**config.mk**
```make
export PLATFORM = sky130hd
export DESIGN_NAME = line_walker_flat
export DESIGN_NICKNAME = d
export VERILOG_FILES = /design/src/rtl/line_walker_if.sv /design/src/rtl/line_walker.sv /design/src/flat_wrapper.sv
export SDC_FILE = /design/constraint.sdc
export NUM_CORES = 1
export LEC_CHECK = 0
export BUFFER_PORTS_ARGS = -buffer_cell sky130_fd_sc_hd__clkbuf_2
export CAP_MARGIN = 30
export CORE_MARGIN = 5
export CORE_UTILIZATION = 45
export DETAILED_ROUTE_END_ITERATION = 10
export GPL_TIMING_DRIVEN = 0
export MAX_ROUTING_LAYER = met4
export PLACE_DENSITY = 0.62
export SLEW_MARGIN = 15
export SYNTH_ARGS = -nofsm -noshare
export SYNTH_HDL_FRONTEND = slang
export SYNTH_SLANG_ARGS = --single-unit
```
**constraint.sdc**
```tcl
create_clock -name clk_i -period 5.8 [get_ports clk_i]
set_input_delay 0.58 -clock clk_i [delete_from_list [all_inputs] [get_ports clk_i]]
set_output_delay 0.58 -clock clk_i [all_outputs]
set_load 0.01 [all_outputs]
```
**src/rtl/line_walker_if.sv**
```systemverilog
// Handshake bundle for line_walker: line descriptor in, pixel stream out.
// Signal suffixes are from the walker's point of view.
interface line_walker_if #(
   parameter int LINE_BITS = 10
);
   logic                 line_valid_i;
   logic                 line_ready_o;
   logic [LINE_BITS-1:0] x0_i;
   logic [LINE_BITS-1:0] y0_i;
   logic [LINE_BITS-1:0] x1_i;
   logic [LINE_BITS-1:0] y1_i;
   logic                 abort_i;
   logic                 pix_valid_o;
   logic                 pix_ready_i;
   logic [LINE_BITS-1:0] pix_x_o;
   logic [LINE_BITS-1:0] pix_y_o;
   logic                 pix_last_o;
   logic                 busy_o;

   modport slave (
      input  line_valid_i, x0_i, y0_i, x1_i, y1_i, abort_i, pix_ready_i,
      output line_ready_o, pix_valid_o, pix_x_o, pix_y_o, pix_last_o, busy_o
   );

   modport master (
      output line_valid_i, x0_i, y0_i, x1_i, y1_i, abort_i, pix_ready_i,
      input  line_ready_o, pix_valid_o, pix_x_o, pix_y_o, pix_last_o, busy_o
   );
endinterface

```
**src/rtl/line_walker.sv**
```systemverilog
// Bresenham line rasterizer: takes one line descriptor and streams every pixel
// from (x0,y0) to (x1,y1), one per cycle under continuous downstream ready.
module line_walker #(
   parameter int LINE_BITS = 10
) (
   input  logic          clk_i,
   input  logic          rst_i,
   line_walker_if.slave  bus
);
   localparam int EW = LINE_BITS + 2;

   localparam logic [1:0] S_IDLE  = 2'd0;
   localparam logic [1:0] S_SETUP = 2'd1;
   localparam logic [1:0] S_STEP  = 2'd2;

   logic [1:0]            r_state;
   logic [LINE_BITS-1:0]  r_x0, r_y0, r_x1, r_y1;
   logic [LINE_BITS-1:0]  r_dx, r_dy, r_x, r_y;
   logic                  r_sxn, r_syn, r_last;
   logic signed [EW-1:0]  r_err;

   logic [LINE_BITS-1:0]  w_adx, w_ady, w_nx, w_ny, w_cx, w_cy;
   logic signed [EW:0]    w_e2;
   logic signed [EW-1:0]  w_dxs, w_dys, w_nerr;
   logic                  w_stepx, w_stepy, w_valid, w_hs;

   assign w_valid = (r_state == S_STEP);
   assign w_hs    = w_valid && bus.pix_ready_i;

   assign w_adx = (r_x1 >= r_x0) ? r_x1 - r_x0 : r_x0 - r_x1;
   assign w_ady = (r_y1 >= r_y0) ? r_y1 - r_y0 : r_y0 - r_y1;

   // Both axis tests look at the error term before this step's update.
   assign w_e2    = $signed({r_err, 1'b0});
   assign w_stepx = w_e2 >= -$signed({3'b000, r_dy});
   assign w_stepy = w_e2 <= $signed({3'b000, r_dx});
   assign w_dxs   = $signed({2'b00, r_dx});
   assign w_dys   = $signed({2'b00, r_dy});
   assign w_nerr  = r_err - (w_stepx ? w_dys : {EW{1'b0}})
                          + (w_stepy ? w_dxs : {EW{1'b0}});

   assign w_nx = r_sxn ? r_x - LINE_BITS'(1) : r_x + LINE_BITS'(1);
   assign w_ny = r_syn ? r_y - LINE_BITS'(1) : r_y + LINE_BITS'(1);
   assign w_cx = w_stepx ? w_nx : r_x;
   assign w_cy = w_stepy ? w_ny : r_y;

   always_ff @(posedge clk_i) begin
      if (rst_i) begin
         r_state <= S_IDLE;
         r_x0    <= '0;
         r_y0    <= '0;
         r_x1    <= '0;
         r_y1    <= '0;
         r_dx    <= '0;
         r_dy    <= '0;
         r_x     <= '0;
         r_y     <= '0;
         r_sxn   <= 1'b0;
         r_syn   <= 1'b0;
         r_last  <= 1'b0;
         r_err   <= '0;
      end else begin
         case (r_state)
            S_IDLE: begin
               if (bus.line_valid_i) begin
                  r_x0    <= bus.x0_i;
                  r_y0    <= bus.y0_i;
                  r_x1    <= bus.x1_i;
                  r_y1    <= bus.y1_i;
                  r_state <= S_SETUP;
               end
            end
            S_SETUP: begin
               if (bus.abort_i) begin
                  r_state <= S_IDLE;
               end else begin
                  r_dx    <= w_adx;
                  r_dy    <= w_ady;
                  r_sxn   <= r_x1 < r_x0;
                  r_syn   <= r_y1 < r_y0;
                  r_err   <= $signed({2'b00, w_adx}) - $signed({2'b00, w_ady});
                  r_x     <= r_x0;
                  r_y     <= r_y0;
                  r_last  <= (r_x0 == r_x1) && (r_y0 == r_y1);
                  r_state <= S_STEP;
               end
            end
            S_STEP: begin
               // An abort coinciding with a handshake still retires that pixel.
               if (bus.abort_i || (w_hs && r_last)) begin
                  r_state <= S_IDLE;
               end else if (w_hs) begin
                  r_err  <= w_nerr;
                  r_x    <= w_cx;
                  r_y    <= w_cy;
                  r_last <= (w_cx == r_x1) && (w_cy == r_y1);
               end
            end
            default: r_state <= S_IDLE;
         endcase
      end
   end

   assign bus.line_ready_o = (r_state == S_IDLE) && !rst_i;
   assign bus.pix_valid_o  = w_valid;
   assign bus.pix_x_o      = r_x;
   assign bus.pix_y_o      = r_y;
   assign bus.pix_last_o   = r_last && w_valid;
   assign bus.busy_o       = (r_state != S_IDLE);
endmodule
```
**src/flat_wrapper.sv**
```systemverilog
// flat-port wrapper written by rule: the top's interface ports become plain ports
module line_walker_flat 
#(
   parameter int LINE_BITS = 10
)
  (clk_i, rst_i, bus_line_valid_i, bus_x0_i, bus_y0_i, bus_x1_i, bus_y1_i, bus_abort_i, bus_pix_ready_i, bus_line_ready_o, bus_pix_valid_o, bus_pix_x_o, bus_pix_y_o, bus_pix_last_o, bus_busy_o);
  line_walker_if #(.LINE_BITS(LINE_BITS)) bus_i ();
  input  logic clk_i;
  input  logic rst_i;
  input wire logic [$bits(bus_i.line_valid_i)-1:0] bus_line_valid_i;
  input wire logic [$bits(bus_i.x0_i)-1:0] bus_x0_i;
  input wire logic [$bits(bus_i.y0_i)-1:0] bus_y0_i;
  input wire logic [$bits(bus_i.x1_i)-1:0] bus_x1_i;
  input wire logic [$bits(bus_i.y1_i)-1:0] bus_y1_i;
  input wire logic [$bits(bus_i.abort_i)-1:0] bus_abort_i;
  input wire logic [$bits(bus_i.pix_ready_i)-1:0] bus_pix_ready_i;
  output wire logic [$bits(bus_i.line_ready_o)-1:0] bus_line_ready_o;
  output wire logic [$bits(bus_i.pix_valid_o)-1:0] bus_pix_valid_o;
  output wire logic [$bits(bus_i.pix_x_o)-1:0] bus_pix_x_o;
  output wire logic [$bits(bus_i.pix_y_o)-1:0] bus_pix_y_o;
  output wire logic [$bits(bus_i.pix_last_o)-1:0] bus_pix_last_o;
  output wire logic [$bits(bus_i.busy_o)-1:0] bus_busy_o;
  assign bus_i.line_valid_i = bus_line_valid_i;
  assign bus_i.x0_i = bus_x0_i;
  assign bus_i.y0_i = bus_y0_i;
  assign bus_i.x1_i = bus_x1_i;
  assign bus_i.y1_i = bus_y1_i;
  assign bus_i.abort_i = bus_abort_i;
  assign bus_i.pix_ready_i = bus_pix_ready_i;
  assign bus_line_ready_o = bus_i.line_ready_o;
  assign bus_pix_valid_o = bus_i.pix_valid_o;
  assign bus_pix_x_o = bus_i.pix_x_o;
  assign bus_pix_y_o = bus_i.pix_y_o;
  assign bus_pix_last_o = bus_i.pix_last_o;
  assign bus_busy_o = bus_i.busy_o;
  line_walker #(.LINE_BITS(LINE_BITS)) u_core (.clk_i(clk_i), .rst_i(rst_i), .bus(bus_i));
endmodule
```
-- Yosys cells after proc, flatten, opt, wreduce, memory -nomap -nowiden
Index checks and enable logic that the tools add are counted.
- flip-flop bits (word level): 97
- input port bits: 45
- output and inout port bits: 24
- logic and storage cells: 86
- add/sub/neg operators: 12
- magnitude comparators: 6
- equal/unequal tests: 11
- mux-type cells: 28
- bitwise logic cells: 1
- reduce and logical (&&, ||, !) cells: 15
- operators with widths (operator ; number):
    $mux W10 ; 14
    $eq A10 B10 Y1 ; 4
    $pmux W10 S2 ; 2
    $sub A10 B10 Y10 ; 4
    $mux W12 ; 3
    $pmux W12 S2 ; 1
    $add A10 B1 Y10 const B ; 2
    $ge A10 B10 Y1 ; 2
    $lt A10 B10 Y1 ; 2
    $sub A10 B1 Y10 const B ; 2
    $ge A13 B13 Y1 ; 1
    $le A13 B11 Y1 ; 1
    $neg A10 Y13 ; 1
    $add A12 B12 Y12 ; 1
    $sub A12 B12 Y12 ; 1
    $sub A10 B10 Y11 ; 1
    $ne A2 B2 Y1 const B ; 5
    $logic_and A1 B1 Y1 ; 6
    $mux W2 ; 3
    $pmux W2 S3 ; 1
    $reduce_and A2 Y1 ; 3
    $reduce_and A4 Y1 ; 1
    $reduce_bool A2 Y1 ; 2
    $mux W1 ; 3
    other kinds (7) ; 7

-- Longest topological paths before layout
- depth after elaboration: 8
- depth in mapped cells: 26

-- Least setup slack after synthesis
Ideal clock, no wire load.
- path kind: register -> register
- start point: register u_core.r_dy[2]
- end point: register u_core.r_err[11]
- library setup time: 95 ps
- arrival time: 5569 ps
- required time: 5705 ps
- slack: 136 ps
- cell stages (with the launch flop): 26
- buffers on the path: 2
- period minus slack after synthesis: 5664 ps
- cells stage by stage: dfxtp_1 > or4_1 > nor2_1 > nand2_1 > nor3_1 > xor2_1 > ha_1 > nand3_1 > nor3_1 > o31ai_2 > a41oi_2 > clkbuf_1 > clkbuf_1 > and2_1 > fa_1 > inv_1 > ha_1 > a21o_1 > a21oi_1 > o21bai_1 > a2111o_1 > a41oi_1 > o21ai_0 > xnor2_1 > nand2_1 > a221oi_1
- word-level cells in the longest chain between the ends: 8
- ends and longest elaborated chain (element ; RTL line ; text):
    from (decl) ; line_walker.sv:18 ; logic [LINE_BITS-1:0] r_dx, r_dy, r_x, r_y;
    from (signal assigned) ; line_walker.sv:78 ; r_dy <= w_ady;
    $neg A10 Y13 ; line_walker.sv:35 ; assign w_stepx = w_e2 >= -$signed({3'b000, r_dy});
    $ge A13 B13 Y1 ; line_walker.sv:35 ;
    $mux W10 * ; line_walker.sv:39 ; assign w_nerr = r_err - (w_stepx ? w_dys : {EW{1'b0}})
    $sub A12 B12 Y12 * ; line_walker.sv:39 ;
    $add A12 B12 Y12 * ; line_walker.sv:40 ; + (w_stepy ? w_dxs : {EW{1'b0}});
    $mux W12 * ; line_walker.sv:92 ; end else if (w_hs) begin
    $mux W12 * ; line_walker.sv:90 ; if (bus.abort_i || (w_hs && r_last)) begin
    $pmux W12 S2 * ; line_walker.sv:63 ; case (r_state)
    to (signal assigned) ; line_walker.sv:81 ; r_err <= $signed({2'b00, w_adx}) - $signed({2'b00, w_ady});
    to (signal assigned) ; line_walker.sv:93 ; r_err <= w_nerr;
    to (decl) ; line_walker.sv:20 ; logic signed [EW-1:0] r_err;
Every way passes the cells marked *; elsewhere a longest branch is shown, timed or not. The select of a mux whose other input is x is not followed.
A chain may end at the register's enable or synchronous reset.

-- Worst setup path in the final report
- start point: register u_core.r_dy[3]
- end point: register u_core.r_err[9]
The elaborated chain is that of the path after synthesis.

==> impl_results.md <==
- Post-synthesis xor/xnor area fraction: 7.00%
- Pwr Density: 314 mW/mm²
- Worst hold path type: input port to flop
- Tot Pwr: 3.19 mW
- Clk sink count: 97
- # rows: 51
- CP max FO: 5
- Final Max Tran Viols: 0
- CP required: 6.02 ns
- Async SR Flop Fraction: 0%
- Reg2reg start: u_core.r_dy[3]
- Reg2Reg Capture Point: u_core.r_err[9]
- Setup Skew: 0.0113 ns
- Rel. slew slack: 39.4%
- Count of state elements after synthesis: 97
- Commonest register cell after synthesis: dfxtp_1
- Met1 Wirelength: 14.0 mm
- N_diodes: 0
- CTS tree: done
- CP endpoint: u_core.r_err[9]
- DRT Pass-1 Iters: 5
- Placed Area: 0.00964 mm²
- Pleak: 4.36 nW
- Total global-route track usage: 27.4%
- Fin worst setup slack: 0.299 ns
- Commonest non-fill, non-tap cell in the layout: nand2_1
- Mux contribution to synthesized area: 3.54%
- R2R cell count: 23
- Number of enable flip-flop cells after synthesis: 0
- Worst-margin pin slew: 0.898 ns
- Crit Path Class: flop to flop
- Startpoint Class: flop
- Endpoints failing setup: 0
- Worst setup EP type: flop
- Setup TNS: 0 ns
- Mean post-synth cell area: 7.61 µm²
- Adder-Cell Fraction of Synth Area: 17.8%
- Combinational family with the most area after synthesis: compound AO/OA/AOI/OAI gates
- CTS Hold Buffers Added: 0
- CP startpoint: u_core.r_dy[3]
- Vias in the first global route: 8231
- Worst path cell trace: or4_4 > nor2_4 > nand2_4 > nor2_4 > xor2_2 > ha_1 > a21o_1 > a21o_1 > o221ai_4 > a41oi_4 > and2_1 > fa_1 > inv_1 > ha_1 > a21o_1 > a21oi_2 > o21bai_1 > a2111o_1 > a41oi_2 > xor2_1 > nor2_1 > a211oi_1 > a211oi_1
- Die Wd: 151 µm
- Cell area after layout: 0.0102 mm²
- Synth Area in Simple Gates: 19.7%
- First-pass GRT wire length: 46.4 mm
- Port bufs: 68
- Starting Density: 45.8%
- Root buf cell: clkbuf_16
- Dpl hpwl: 23.3 mm
- Max cap viols: 0
- CTS Buf Count: 9
- Antenna violations before repair: 0
- Post-Syn Area: 0.00895 mm²
- DR iter-0 viols: 788
- Final Hold Vio Count: 0
- Number of distinct library cells after synthesis: 73
- Area grow syn2layout: 13.6%
- Largest net degree at the start of global routing: 20
- Vias: 8694
- Seq/Total Area, Yosys: 21.7%
- Top Layer Used: met4
- Share of cells above drive strength 1: 11.5%
- H-tree depth: 3
- Ports: 69
- Deepest clock path buffer count: 2
- Met2 routed WL: 13.3 mm
- Residual DRC count: 0
- Die area: 0.0228 mm²
- Fin crit period: 5.50 ns
- Commonest non-fill, non-tap cells in the layout: nand2_1, inv_1, a21oi_1
- WL final: 29.6 mm
- Yosys synthesis warning count: 0
- Share of the synthesized area in the top cell type: 21.7%
- Top cells by area, synth: dfxtp_1, ha_1, nand2_1
- Peak supply drop: 0.169 mV
- Routed len/inst: 19.3 µm
- Vias/cell: 5.65
- RSZ-0062 raised after global routing: no
- Final GP Congestion: 0.937
- R2R setup slack: 0.30 ns
- Final ANT Viol Nets: 0
- Syn Nets: 1339
- Pre-CTS setup slack: -1.30 ns
- WP data arrival: 5.72 ns
- Die extent in y: 151 µm
- Compound-Gate Fraction of Synth Area: 23.5%
- Cells after Synth: 1177
- Core area: 0.0195 mm²
- Skew-Pair Late Insertion Delay: 0.37 ns
- Fmax: 182 MHz
- Total global routing overflow: 0
- Post-synth top area cell: dfxtp_1
- Outcome: complete, no violations
- CP dominant cell by count: a21o_1
- Post-route clock period utilization: 94.8%
- Layout Nets: 1431
- Slowest stage cell, crit path: or4_4
- Worst path max stage delay: 0.55 ns
- CTS clk-pin slew, worst paths: 0.08 ns
- WL met3: 1.75 mm
## synthesized netlist by cell type, types with 3 or more instances
library cell / count
a2111oi_0: 4
a211o_1: 4
a211oi_1: 43
a21o_1: 24
a21oi_1: 107
a221oi_1: 4
a22oi_1: 7
a31oi_1: 15
and2_1: 14
and3_1: 4
and4_1: 3
buf_2: 4
clkbuf_1: 45
dfxtp_1: 97
fa_1: 17
ha_1: 100
inv_1: 105
mux2_2: 5
mux2i_1: 23
nand2_1: 143
nand2b_1: 18
nand3_1: 17
nand3b_1: 5
nand4_1: 6
nor2_1: 100
nor2b_1: 16
nor3_1: 23
nor4_1: 10
o211ai_1: 4
o21a_1: 9
o21ai_0: 44
o21bai_1: 8
o221ai_1: 3
o22ai_1: 13
o311a_1: 3
o31ai_1: 8
or2_2: 4
or3_1: 7
xnor2_1: 41
xor2_1: 28
## state kept, by name (all words and copies together), names as in the netlist
| register | cells |
|---|---|
| u_core.r_dx | 10 |
| u_core.r_syn | 1 |
| u_core.r_x0 | 10 |
| u_core.r_err | 12 |
| u_core.bus.pix_y_o | 10 |
| u_core.r_dy | 10 |
| u_core.r_y1 | 10 |
| u_core.r_last | 1 |
| u_core.r_x1 | 10 |
| u_core.bus.pix_x_o | 10 |
| u_core.r_y0 | 10 |
| u_core.r_state | 2 |
| u_core.r_sxn | 1 |
## per-layer routing
layer	vias up	global-route usage [%]
met5	-	-
met1	4063	37.8
li1	4318	-
met4	0	6.75
met2	276	42.3
met3	37	3.98
## through the flow
stage	cells	utilization [%]	hold slack, ns
3_3_place_gp	1510	49.3	0.468
3_5_place_dp	1512	49.4	0.470
5_1_grt	1539	52.1	0.416
2_1_floorplan	1177	-	0.450
4_1_cts	1531	51.4	0.406
6_report	1539	52.1	0.415
## worst max-delay path, delay by kind of cell, from the launching register on
kind / cells / cell delay, ns
AOI/OAI and AO/OA: 11 / 2.30
xor gates and xnor gates: 2 / 0.34
adders and majority gates: 3 / 1.04
buffers and inverters: 1 / 0.07
DFF: 1 / 0.36
and+or+nand+nor: 6 / 1.24
## what timing repair did
action / CTS / global route
cloned: 0 / 0
endpoints found under the setup margin: 9 / 5
endpoints found under the hold margin: 0 / 0
setup buffers: 4 / 9
pin swaps: 3 / 16
gates resized for setup: 14 / 20
## kinds of logic after synthesis
| group | count (synthesis) |
|---|---|
| compound gates | 323 |
| xor+xnor | 70 |
| fa+ha+maj | 117 |
| buf+inv | 159 |
| flops | 97 |
| mux | 30 |
| simple gates | 381 |
## where the power goes
part	switching [mW]	total [mW]	internal, mW
sequential	0.0670	0.776	0.709
combinational	1.04	1.79	0.745
clock	0.320	0.624	0.305
## worst min path at each step
stage | end | cells after the start | start
floorplan | u_core.r_y0[9] | 2 | u_core.r_y0[9]
CTS | u_core.r_state[1] | 2 | bus_abort_i
global placement | u_core.r_y1[7] | 2 | u_core.r_y1[7]
global route | u_core.r_state[1] | 2 | bus_abort_i
finish | u_core.r_state[1] | 2 | bus_abort_i
detailed placement | u_core.r_y1[7] | 2 | u_core.r_y1[7]
## area by class of cell
class | instances | area, µm²
timing repair buffer | 83 | 453
sequential | 97 | 1950
inverter | 107 | 402
multi-input combinational | 921 | 6540
clock buffer | 9 | 225
clock inverter | 7 | 72.6
buffer | 50 | 196
fill | 2029 | 9360
tap | 265 | 332
(Power assumes the default switching activity.)
